File: src/rtl/route_pkg.sv
// Shared types and opcodes for the route command controller.
package route_pkg;

    typedef enum logic [1:0] {
        IDLE,
        MOVING,
        DWELL
    } state_t;

    localparam logic [1:0] OP_STOP = 2'b00;
    localparam logic [1:0] OP_GO   = 2'b01;
    localparam logic [1:0] OP_ADD  = 2'b10;

endpackage

File: src/rtl/route_fifo.sv
// Destination queue for the route command controller: power-of-two circular buffer
// with a flush that empties the queue and can take a push in the same cycle.
module route_fifo #(
    parameter int unsigned W     = 6,
    parameter int unsigned DEPTH = 4
) (
    input  logic                         clk,
    input  logic                         rst_n,
    input  logic                         push,
    input  logic                         pop,
    input  logic                         flush,
    input  logic [W-1:0]                 din,
    output logic [W-1:0]                 head,
    output logic [$clog2(DEPTH+1)-1:0]   count,
    output logic                         full,
    output logic                         empty
);

    localparam int unsigned PTR_W = $clog2(DEPTH);
    localparam int unsigned CNT_W = $clog2(DEPTH + 1);

    logic [W-1:0]     mem_q [DEPTH];
    logic [W-1:0]     mem_d [DEPTH];
    logic [PTR_W-1:0] wr_ptr_q, wr_ptr_d;
    logic [PTR_W-1:0] rd_ptr_q, rd_ptr_d;
    logic [CNT_W-1:0] count_q, count_d;
    logic             push_ok, pop_ok;

    assign full    = (count_q == CNT_W'(DEPTH));
    assign empty   = (count_q == '0);
    assign count   = count_q;
    assign head    = mem_q[rd_ptr_q];
    assign push_ok = push & ~full;
    assign pop_ok  = pop & ~empty;

    always_comb begin
        mem_d    = mem_q;
        wr_ptr_d = wr_ptr_q;
        rd_ptr_d = rd_ptr_q;
        count_d  = count_q;
        if (flush) begin
            // Old contents are discarded; a push in the same cycle becomes the sole entry.
            rd_ptr_d = '0;
            wr_ptr_d = '0;
            count_d  = '0;
            if (push) begin
                mem_d[0] = din;
                wr_ptr_d = PTR_W'(1);
                count_d  = CNT_W'(1);
            end
        end else begin
            if (push_ok) begin
                mem_d[wr_ptr_q] = din;
                wr_ptr_d        = wr_ptr_q + PTR_W'(1);
            end
            if (pop_ok) begin
                rd_ptr_d = rd_ptr_q + PTR_W'(1);
            end
            if (push_ok && !pop_ok) begin
                count_d = count_q + CNT_W'(1);
            end else if (pop_ok && !push_ok) begin
                count_d = count_q - CNT_W'(1);
            end
        end
    end

    always_ff @(posedge clk or negedge rst_n) begin
        if (!rst_n) begin
            mem_q    <= '{default: '0};
            wr_ptr_q <= '0;
            rd_ptr_q <= '0;
            count_q  <= '0;
        end else begin
            mem_q    <= mem_d;
            wr_ptr_q <= wr_ptr_d;
            rd_ptr_q <= rd_ptr_d;
            count_q  <= count_d;
        end
    end

endmodule

File: src/rtl/route_cmd_cntrl.sv
// Line-follower command controller: destination queue, travel/dwell FSM and obstacle buzzer.
// Define OBST_TIMEOUT_EN to build the blocked-obstacle abort counter.
module route_cmd_cntrl #(
    parameter int unsigned ID_W         = 6,
    parameter int unsigned DEPTH        = 4,
    parameter int unsigned BUZZ_PERIOD  = 12500,
    parameter int unsigned DWELL_CYC    = 1000,
    parameter int unsigned OBST_TIMEOUT = 500000
) (
    input  logic                        clk,
    input  logic                        rst_n,
    input  logic [7:0]                  cmd,
    input  logic                        cmd_rdy,
    output logic                        clr_cmd_rdy,
    input  logic [7:0]                  ID,
    input  logic                        ID_vld,
    output logic                        clr_ID_vld,
    input  logic                        OK2Move,
    output logic                        in_transit,
    output logic                        go,
    output logic                        buzz,
    output logic                        buzz_n,
    output logic                        arrived,
    output logic                        cmd_drop,
    output logic [$clog2(DEPTH+1)-1:0]  q_count,
    output logic                        timeout
);

    import route_pkg::*;

    localparam int unsigned CNT_W   = $clog2(DEPTH + 1);
    localparam int unsigned BUZZ_W  = $clog2(BUZZ_PERIOD);
    localparam int unsigned DWELL_W = $clog2(DWELL_CYC + 1);

    state_t             state_q, state_d;
    logic [1:0]         cmd_op;
    logic [ID_W-1:0]    dest;
    logic               fifo_push, fifo_pop, fifo_flush;
    logic [ID_W-1:0]    fifo_head;
    logic [CNT_W-1:0]   fifo_count;
    logic               fifo_full, fifo_empty;
    logic [7:0]         head_ext;
    logic               id_match, is_last, dwell_done, timeout_hit, buzz_en;
    logic               arrived_q, arrived_d;
    logic               cmd_drop_q, cmd_drop_d;
    logic               timeout_q, timeout_d;
    logic [BUZZ_W-1:0]  buzz_cnt_q, buzz_cnt_d;
    logic [DWELL_W-1:0] dwell_cnt_q, dwell_cnt_d;
    logic               unused_bits;

    assign cmd_op      = cmd[7:6];
    assign dest        = cmd[ID_W-1:0];
    assign head_ext    = 8'(fifo_head);
    assign unused_bits = ^{cmd, fifo_empty};

    // A pending command owns the cycle, so the ID is only judged when no command is present.
    assign id_match   = ID_vld & ~cmd_rdy & (state_q == MOVING) & (ID == head_ext);
    assign is_last    = (fifo_count == CNT_W'(1));
    assign dwell_done = (state_q == DWELL) && (dwell_cnt_q == DWELL_W'(DWELL_CYC - 1));

    route_fifo #(
        .W     (ID_W),
        .DEPTH (DEPTH)
    ) u_fifo (
        .clk   (clk),
        .rst_n (rst_n),
        .push  (fifo_push),
        .pop   (fifo_pop),
        .flush (fifo_flush),
        .din   (dest),
        .head  (fifo_head),
        .count (fifo_count),
        .full  (fifo_full),
        .empty (fifo_empty)
    );

`ifdef OBST_TIMEOUT_EN
    localparam int unsigned BLK_W = $clog2(OBST_TIMEOUT + 1);
    logic [BLK_W-1:0] blk_cnt_q, blk_cnt_d;
    logic             blk_limit;

    assign blk_limit   = (blk_cnt_q >= BLK_W'(OBST_TIMEOUT - 1));
    assign timeout_hit = buzz_en & ~cmd_rdy & blk_limit;

    // Saturates so a command that pre-empts the abort only defers it.
    always_comb begin
        blk_cnt_d = '0;
        if (buzz_en) begin
            blk_cnt_d = blk_limit ? blk_cnt_q : blk_cnt_q + BLK_W'(1);
        end
    end

    always_ff @(posedge clk or negedge rst_n) begin
        if (!rst_n) begin
            blk_cnt_q <= '0;
        end else begin
            blk_cnt_q <= blk_cnt_d;
        end
    end
`else
    logic unused_timeout;
    assign timeout_hit    = 1'b0;
    assign unused_timeout = |OBST_TIMEOUT;
`endif

    always_comb begin
        fifo_push  = 1'b0;
        fifo_pop   = 1'b0;
        fifo_flush = 1'b0;
        arrived_d  = 1'b0;
        cmd_drop_d = 1'b0;
        timeout_d  = 1'b0;
        if (cmd_rdy) begin
            case (cmd_op)
                OP_STOP: fifo_flush = 1'b1;
                OP_GO: begin
                    fifo_flush = 1'b1;
                    fifo_push  = 1'b1;
                end
                OP_ADD: begin
                    cmd_drop_d = fifo_full;
                    fifo_push  = ~fifo_full;
                end
                default: ;
            endcase
        end else if (timeout_hit) begin
            fifo_flush = 1'b1;
            timeout_d  = 1'b1;
        end else if (id_match) begin
            fifo_pop  = 1'b1;
            arrived_d = is_last;
        end
    end

    always_ff @(posedge clk or negedge rst_n) begin
        if (!rst_n) begin
            state_q <= IDLE;
        end else begin
            state_q <= state_d;
        end
    end

    always_comb begin
        state_d = state_q;
        unique case (state_q)
            MOVING: if (id_match) state_d = is_last ? IDLE : DWELL;
            DWELL:  if (dwell_done) state_d = MOVING;
            default: ;
        endcase
        if (cmd_rdy) begin
            case (cmd_op)
                OP_STOP: state_d = IDLE;
                OP_GO:   state_d = MOVING;
                OP_ADD:  if (state_q == IDLE) state_d = MOVING;
                default: ;
            endcase
        end else if (timeout_hit) begin
            state_d = IDLE;
        end
    end

    always_comb begin
        in_transit  = (state_q == MOVING);
        go          = in_transit & OK2Move;
        buzz_en     = in_transit & ~OK2Move;
        buzz        = buzz_en & (buzz_cnt_q >= BUZZ_W'(BUZZ_PERIOD / 2));
        buzz_n      = buzz_en & ~buzz;
        clr_cmd_rdy = cmd_rdy;
        clr_ID_vld  = ID_vld & ~(cmd_rdy & in_transit);
    end

    always_comb begin
        buzz_cnt_d = '0;
        if (buzz_en && buzz_cnt_q != BUZZ_W'(BUZZ_PERIOD - 1)) begin
            buzz_cnt_d = buzz_cnt_q + BUZZ_W'(1);
        end
        dwell_cnt_d = '0;
        if (state_q == DWELL && state_d == DWELL) begin
            dwell_cnt_d = dwell_cnt_q + DWELL_W'(1);
        end
    end

    always_ff @(posedge clk or negedge rst_n) begin
        if (!rst_n) begin
            buzz_cnt_q  <= '0;
            dwell_cnt_q <= '0;
            arrived_q   <= 1'b0;
            cmd_drop_q  <= 1'b0;
            timeout_q   <= 1'b0;
        end else begin
            buzz_cnt_q  <= buzz_cnt_d;
            dwell_cnt_q <= dwell_cnt_d;
            arrived_q   <= arrived_d;
            cmd_drop_q  <= cmd_drop_d;
            timeout_q   <= timeout_d;
        end
    end

    assign arrived  = arrived_q;
    assign cmd_drop = cmd_drop_q;
    assign timeout  = timeout_q;
    assign q_count  = fifo_count;

endmodule
File: config.mk
export PLATFORM = sky130hd
export DESIGN_NAME = route_cmd_cntrl
export DESIGN_NICKNAME = d
export VERILOG_FILES = /design/src/rtl/route_pkg.sv /design/src/rtl/route_fifo.sv /design/src/rtl/route_cmd_cntrl.sv
export SDC_FILE = /design/constraint.sdc
export NUM_CORES = 1
export LEC_CHECK = 0
export ABC_AREA = 1
export BUFFER_PORTS_ARGS = -buffer_cell sky130_fd_sc_hd__buf_2
export CORE_ASPECT_RATIO = 0.8
export CORE_MARGIN = 5
export CORE_UTILIZATION = 25
export CTS_CLUSTER_DIAMETER = 60
export DETAILED_ROUTE_END_ITERATION = 6
export REMOVE_ABC_BUFFERS = 1
export SYNTH_ARGS = -nofsm -noshare
export SYNTH_HDL_FRONTEND = slang
export SYNTH_SLANG_ARGS = --single-unit
File: constraint.sdc
create_clock -name clk -period 3.9 [get_ports clk]
set_input_delay 0.195 -clock clk [delete_from_list [all_inputs] [get_ports clk]]
set_output_delay 0.195 -clock clk [all_outputs]
set_load 0.02 [all_outputs]
[Word-level counts from Yosys, hierarchy flattened]
Index checks and enable logic that the tools add are counted.
Word-level totals
  bits in read-only memories: 0
  latch bits: 0
  output and inout bits: 12
  word-level logic and storage cells: 107
  RAM bits: 0
  input port bits: 21
  memories kept: 0
  register bits: 59
Operators by class
  bitwise logic cells: 20
  divide/modulo/power cells: 0
  reduce and logical (&&, ||, !) cells: 17
  multiply operators: 0
  mux-type cells: 37
  $add $sub $neg: 6
  eq/ne operators: 11
  shift operators: 0
  order comparisons: 4
Operators by type and width (number)
  6-bit 2-to-1 mux: 5
  24-bit bitwise mux: 1
  24-bit 2-to-1 mux: 1
  2-bit 2-to-1 mux: 9
  14-bit by 1-bit adder with 14-bit output (second input constant): 1
  14-bit by 13-bit greater-or-equal comparator with 1-bit output (second input constant): 1
  14-bit 2-to-1 mux: 1
  14-bit != test (second input constant): 1
  6-bit binary-select mux with 2-bit select: 1
  6-bit demux with 2-bit select: 1
  1-bit AND: 11
  1-bit 2-to-1 mux: 11
  10-bit by 1-bit adder with 10-bit output (second input constant): 1
  10-bit == test (second input constant): 1
  10-bit 2-to-1 mux: 1
  3-bit 2-to-1 mux: 3
  8-bit by 6-bit == test with 1-bit output: 1
  1-bit NOT: 7
  2-bit == test (second input constant): 3
  3-bit greater-or-equal comparator (second input constant): 2
  1-bit logical AND: 6
  2-bit NOT with 3-bit output: 2
  2-bit case mux with 3 select lines: 1
  2-bit by 1-bit adder with 2-bit output (second input constant): 2
  16 further kinds: 21

[Depth between registers and ports, before layout]
  word-level depth: 14
  depth in mapped cells: 16
  gate-level depth less buffers: 15

[Cells and area by module]
A second synthesis with hierarchy kept.
Second synthesis, totals
  cell total of the unflattened synthesis: 420
  area total of the unflattened synthesis: 3452.1 um2
By module, submodules not included
  route_cmd_cntrl: area each 1846.8 um2, cells an instance 231, sequential area each 700.7 um2, instances 1
  route_fifo: area each 1605.3 um2, cells an instance 189, sequential area each 775.7 um2, instances 1

[Least setup slack after synthesis]
No wires, ideal clock.
  path type: register to register
  start: reg u_fifo.count_q[0], in the netlist u_fifo.count[0]
  end: reg u_fifo.mem_q[0] (netlist bit)
  data arrival time: 2.081 ns
  clock period less this slack: 2.205 ns
  buffers on the path: 0
  data required time: 3.775 ns
  setup slack: 1.695 ns
  setup time: 0.125 ns
  cell stages (with the launch flop): 11
  cells stage by stage: dfrtp_1 -> inv_1 -> ha_1 -> nand2_1 -> inv_1 -> o21ai_1 -> nand3_1 -> nor2_2 -> nand2_1 -> nor2_2 -> mux2_2
Between the ends
  longest elaborated chain between the ends: 6
RTL lines
  start: declaration: RTL line route_fifo.sv:26  | logic [CNT_W-1:0] count_q, count_d;
  start signal: assignment: RTL line route_fifo.sv:77  | count_q <= count_d;
  3-bit == test *: RTL line route_fifo.sv:29  | assign full = (count_q == CNT_W'(DEPTH));
  1-bit NOT *: RTL line route_fifo.sv:33, route_cmd_cntrl.sv:122
  1-bit case mux with 2 select lines: RTL line route_cmd_cntrl.sv:114  | case (cmd_op)
  1-bit 2-to-1 mux: RTL line route_cmd_cntrl.sv:113  | if (cmd_rdy) begin
  1-bit AND *: RTL line route_fifo.sv:33  | assign push_ok = push & ~full;
  2-bit AND reduction (no source line) *
  end signal: assignment: RTL line route_fifo.sv:74  | mem_q <= mem_d;
  end: declaration: RTL line route_fifo.sv:22  | logic [W-1:0] mem_q [DEPTH];
Every way passes the cells marked *; elsewhere a longest branch is shown, timed or not.
A chain may end at the register's enable or synchronous reset.

[Worst setup path in the final report]
  start: reg u_fifo.count_q[0], in the netlist u_fifo.count[0]
  end: reg u_fifo.mem_q[8] (netlist bit)
Same word-level chain as after synthesis.

==> results by group <==
Critical path
  • CP max stage delay: 0.41 ns
  • Crit path cell chain: inv_1 -> ha_1 -> nand2_1 -> inv_1 -> o21ai_1 -> nand3_1 -> nor2_2 -> nand2_1 -> nor2_2 -> mux2_2
  • CP endpoint kind: register
  • Max FO, Critical Path: 7
  • Buffer and inverter count on the worst path: 2
  • Critical path's slowest cell: dfrtp_1
  • CP required: 4.11 ns
  • Critical path type: register to register
  • Crit path DAT: 2.63 ns
  • Reg2Reg Launch Point: u_fifo.count[0]
  • Worst Setup Start Kind: register
  • Crit. Startpoint: u_fifo.count[0]
  • Family with the most delay on the worst path: simple AND/OR/NAND/NOR gates

Clock network
  • H-tree levels: 3
  • CTS root buffer: clkbuf_16
  • Post-CTS Setup Bufs: 0
  • Cts bufs inserted: 9
  • Max Root-Sink Buffers: 2
  • CTS tree: done
  • Clock latency on the worst-skew pair: 0.33 ns
  • CTS Hold Buffers Added: 1
  • Sink Count: 59
  • Resized Gates After CTS: 0
  • CTS clk-pin slew, worst paths: 0.05 ns

Layout
  • Commonest non-fill, non-tap cell in the layout: nand2_1
  • Commonest non-fill, non-tap cells in the layout: nand2_1, dfrtp_1, inv_1
  • Nets: 466
  • Layout cells sized above 1: 0.2292
  • Final Instance Count excl. Fillers: 607
  • Area growth from synthesis to layout: 20.53%
  • ANT cells: 0

Floorplanning
  • IO Count: 33
  • Die W: 139.3 microns
  • Die Y: 113.5 microns
  • Core ar.: 13,010 sq um
  • Die area: 15,810 sq um
  • Initial Util: 0.2572
  • Std cell rows: 37

Synthesis
  • Mapped cell area: 3346 sq um
  • Netlist cell types: 33
  • Syn Area/Cell: 8.645 sq um
  • Synthesized flop and latch total: 59
  • Gate count of the mapped netlist: 387
  • Synth Warn #: 0
  • FFs w/ async S/R, synth: 1.000
  • Sequential cell area fraction in the yosys report: 0.4413
  • EDFF count, synth: 0
  • Synth Flop Type: dfrtp_1

STA
  • Slew HR: 0.5350
  • Unrepaired setup endpoints after global routing: no
  • Final WS setup: 1.473 ns
  • Post-route minimum period: 2.427 ns
  • Skew final: 0.004986 ns
  • Final hold slack: 0.1450 ns
  • Period utilization: 0.6224
  • Worst slew pin tran: 0.6976 ns
  • Setup-failing EPs final: 0
  • Max Clock Freq: 412.0 MHz
  • Max Slew Vio Count: 0
  • Fin. Hold Viols: 0
  • TNS Setup: 0 ns

Routing
  • # DRC: 0
  • Routed via count: 2,620
  • DR WL/cell: 12.32 microns
  • Initial DRC Count: 149
  • DRT antenna net count: 0
  • Total wire length: 7480 microns
  • DR pass1 iterations: 4
  • Vias per Instance: 4.316

Outcome
  • Outcome: complete, no violations

Placed design
  • Port buffer count: 31
  • Place WS: 1.482 ns
  • DP Wirelength: 5691 microns
  • GP Congestion: 0.9213
  • Placed Cells: 590

Power
  • PD cells: 586.2 nW/um^2
  • Leak: 0.001944 uW
  • Maximum vdd drop: 0.1892 mV

Global route
  • Initial antenna violation count: 0
  • GRT Overall Usage: 0.1008
  • Largest net degree at the start of global routing: 32
  • Vias in the first global route: 2,666
  • GRT overflow: 0
  • First-pass GRT wire length: 12,770 microns

Min path
  • Hold Path Class: input pin to register
  • Hold_sp: cmd[3]

Job
  • Max-cap viol count: 0
[sequential cells by signal, indices dropped and copies added (netlist names)]
signal,flops
arrived,1
buzz_cnt_q,14
cmd_drop,1
dwell_cnt_q,10
state_q,2
u_fifo.count,3
u_fifo.mem_q,24
u_fifo.rd_ptr_q,2
u_fifo.wr_ptr_q,2
[final timing paths]
| path | depth (start not counted) | endpoint | slack (ns) |
|---|---|---|---|
| max | 10 | u_fifo.mem_q[8] | 1.47 |
| min | 2 | u_fifo.mem_q[15] | 0.14 |
| max reg2reg | 10 | u_fifo.mem_q[8] | 1.47 |
| min reg2reg | 1 | dwell_cnt_q[0] | 0.46 |
| max in group asynchronous | 3 | dwell_cnt_q[7] | 2.59 |
| min in group asynchronous | 2 | u_fifo.mem_q[19] | 0.45 |
[through the flow]
step / total power [uW] / utilization / instance area (sq um)
6_report: 2364 / 0.3100 / 4033
5_1_grt: 2524 / 0.3100 / 4033
4_1_cts: 2386 / 0.3100 / 4033
3_5_place_dp: 1509 / 0.2839 / 3694
3_3_place_gp: 1482 / 0.2839 / 3694
2_1_floorplan: 1324 / - / 3312
[power by group]
part	switching [uW]	internal, uW	leakage (uW)
clock	272	592	0.000159
sequential	91.4	754	0.000788
combinational	390	264	0.000998
total	754	1610	0.00194
[area by class of cell]
class | instances | area, sq um
Sequential cell | 59 | 1476
Multi-Input combinational cell | 271 | 1637
Tap cell | 175 | 219.0
Clock inverter | 4 | 72.57
Clock buffer | 12 | 256.5
Fill cell | 1332 | 8976
Timing Repair Buffer | 33 | 172.7
Inverter | 53 | 198.9
[cells by family after synthesis]
logic type | count (synthesis) | share of synthesized area
adder cells (fa/ha/maj) | 18 | 0.06732
other | 1 | 0.001121
buffers and inverters | 57 | 0.06956
AND/OR/NAND/NOR | 182 | 0.2543
AO/OA/AOI/OAI | 39 | 0.06732
multiplexers | 24 | 0.08078
XOR/XNOR | 7 | 0.01832
flip-flops | 59 | 0.4413
[per-layer routing]
layer | track usage | wire length [microns] | vias to the layer above | part of all wire
met5 | 0 | 0 | - | 0
met4 | 0.04368 | 180 | 0 | 0.024
met3 | 0.03143 | 273 | 16 | 0.036
met2 | 0.1578 | 3458 | 45 | 0.46
met1 | 0.1290 | 3568 | 1224 | 0.48
li1 | - | - | 1335 | -
[synth_stat cells (all sizes together) (4+ instances only)]
master | instances | area share
a21oi | 14 | 0.024
nor3 | 9 | 0.013
inv | 53 | 0.059
dfrtp | 59 | 0.44
buf | 4 | 0.010
xor2 | 4 | 0.010
mux2 | 24 | 0.081
nor2 | 39 | 0.056
ha | 18 | 0.067
o21ai | 18 | 0.028
nand2 | 86 | 0.099
nand3 | 36 | 0.062
[worst reg2reg max path, delay by kind of cell (launching register included)]
kind | cells | cell delay [ns]
flip-flops | 1 | 0.41
adder cells (fa/ha/maj) | 1 | 0.23
AO/OA/AOI/OAI | 1 | 0.15
buffers and inverters | 2 | 0.15
AND/OR/NAND/NOR | 5 | 0.96
multiplexers | 1 | 0.39
No activity file was read; power rests on OpenSTA's default activity.
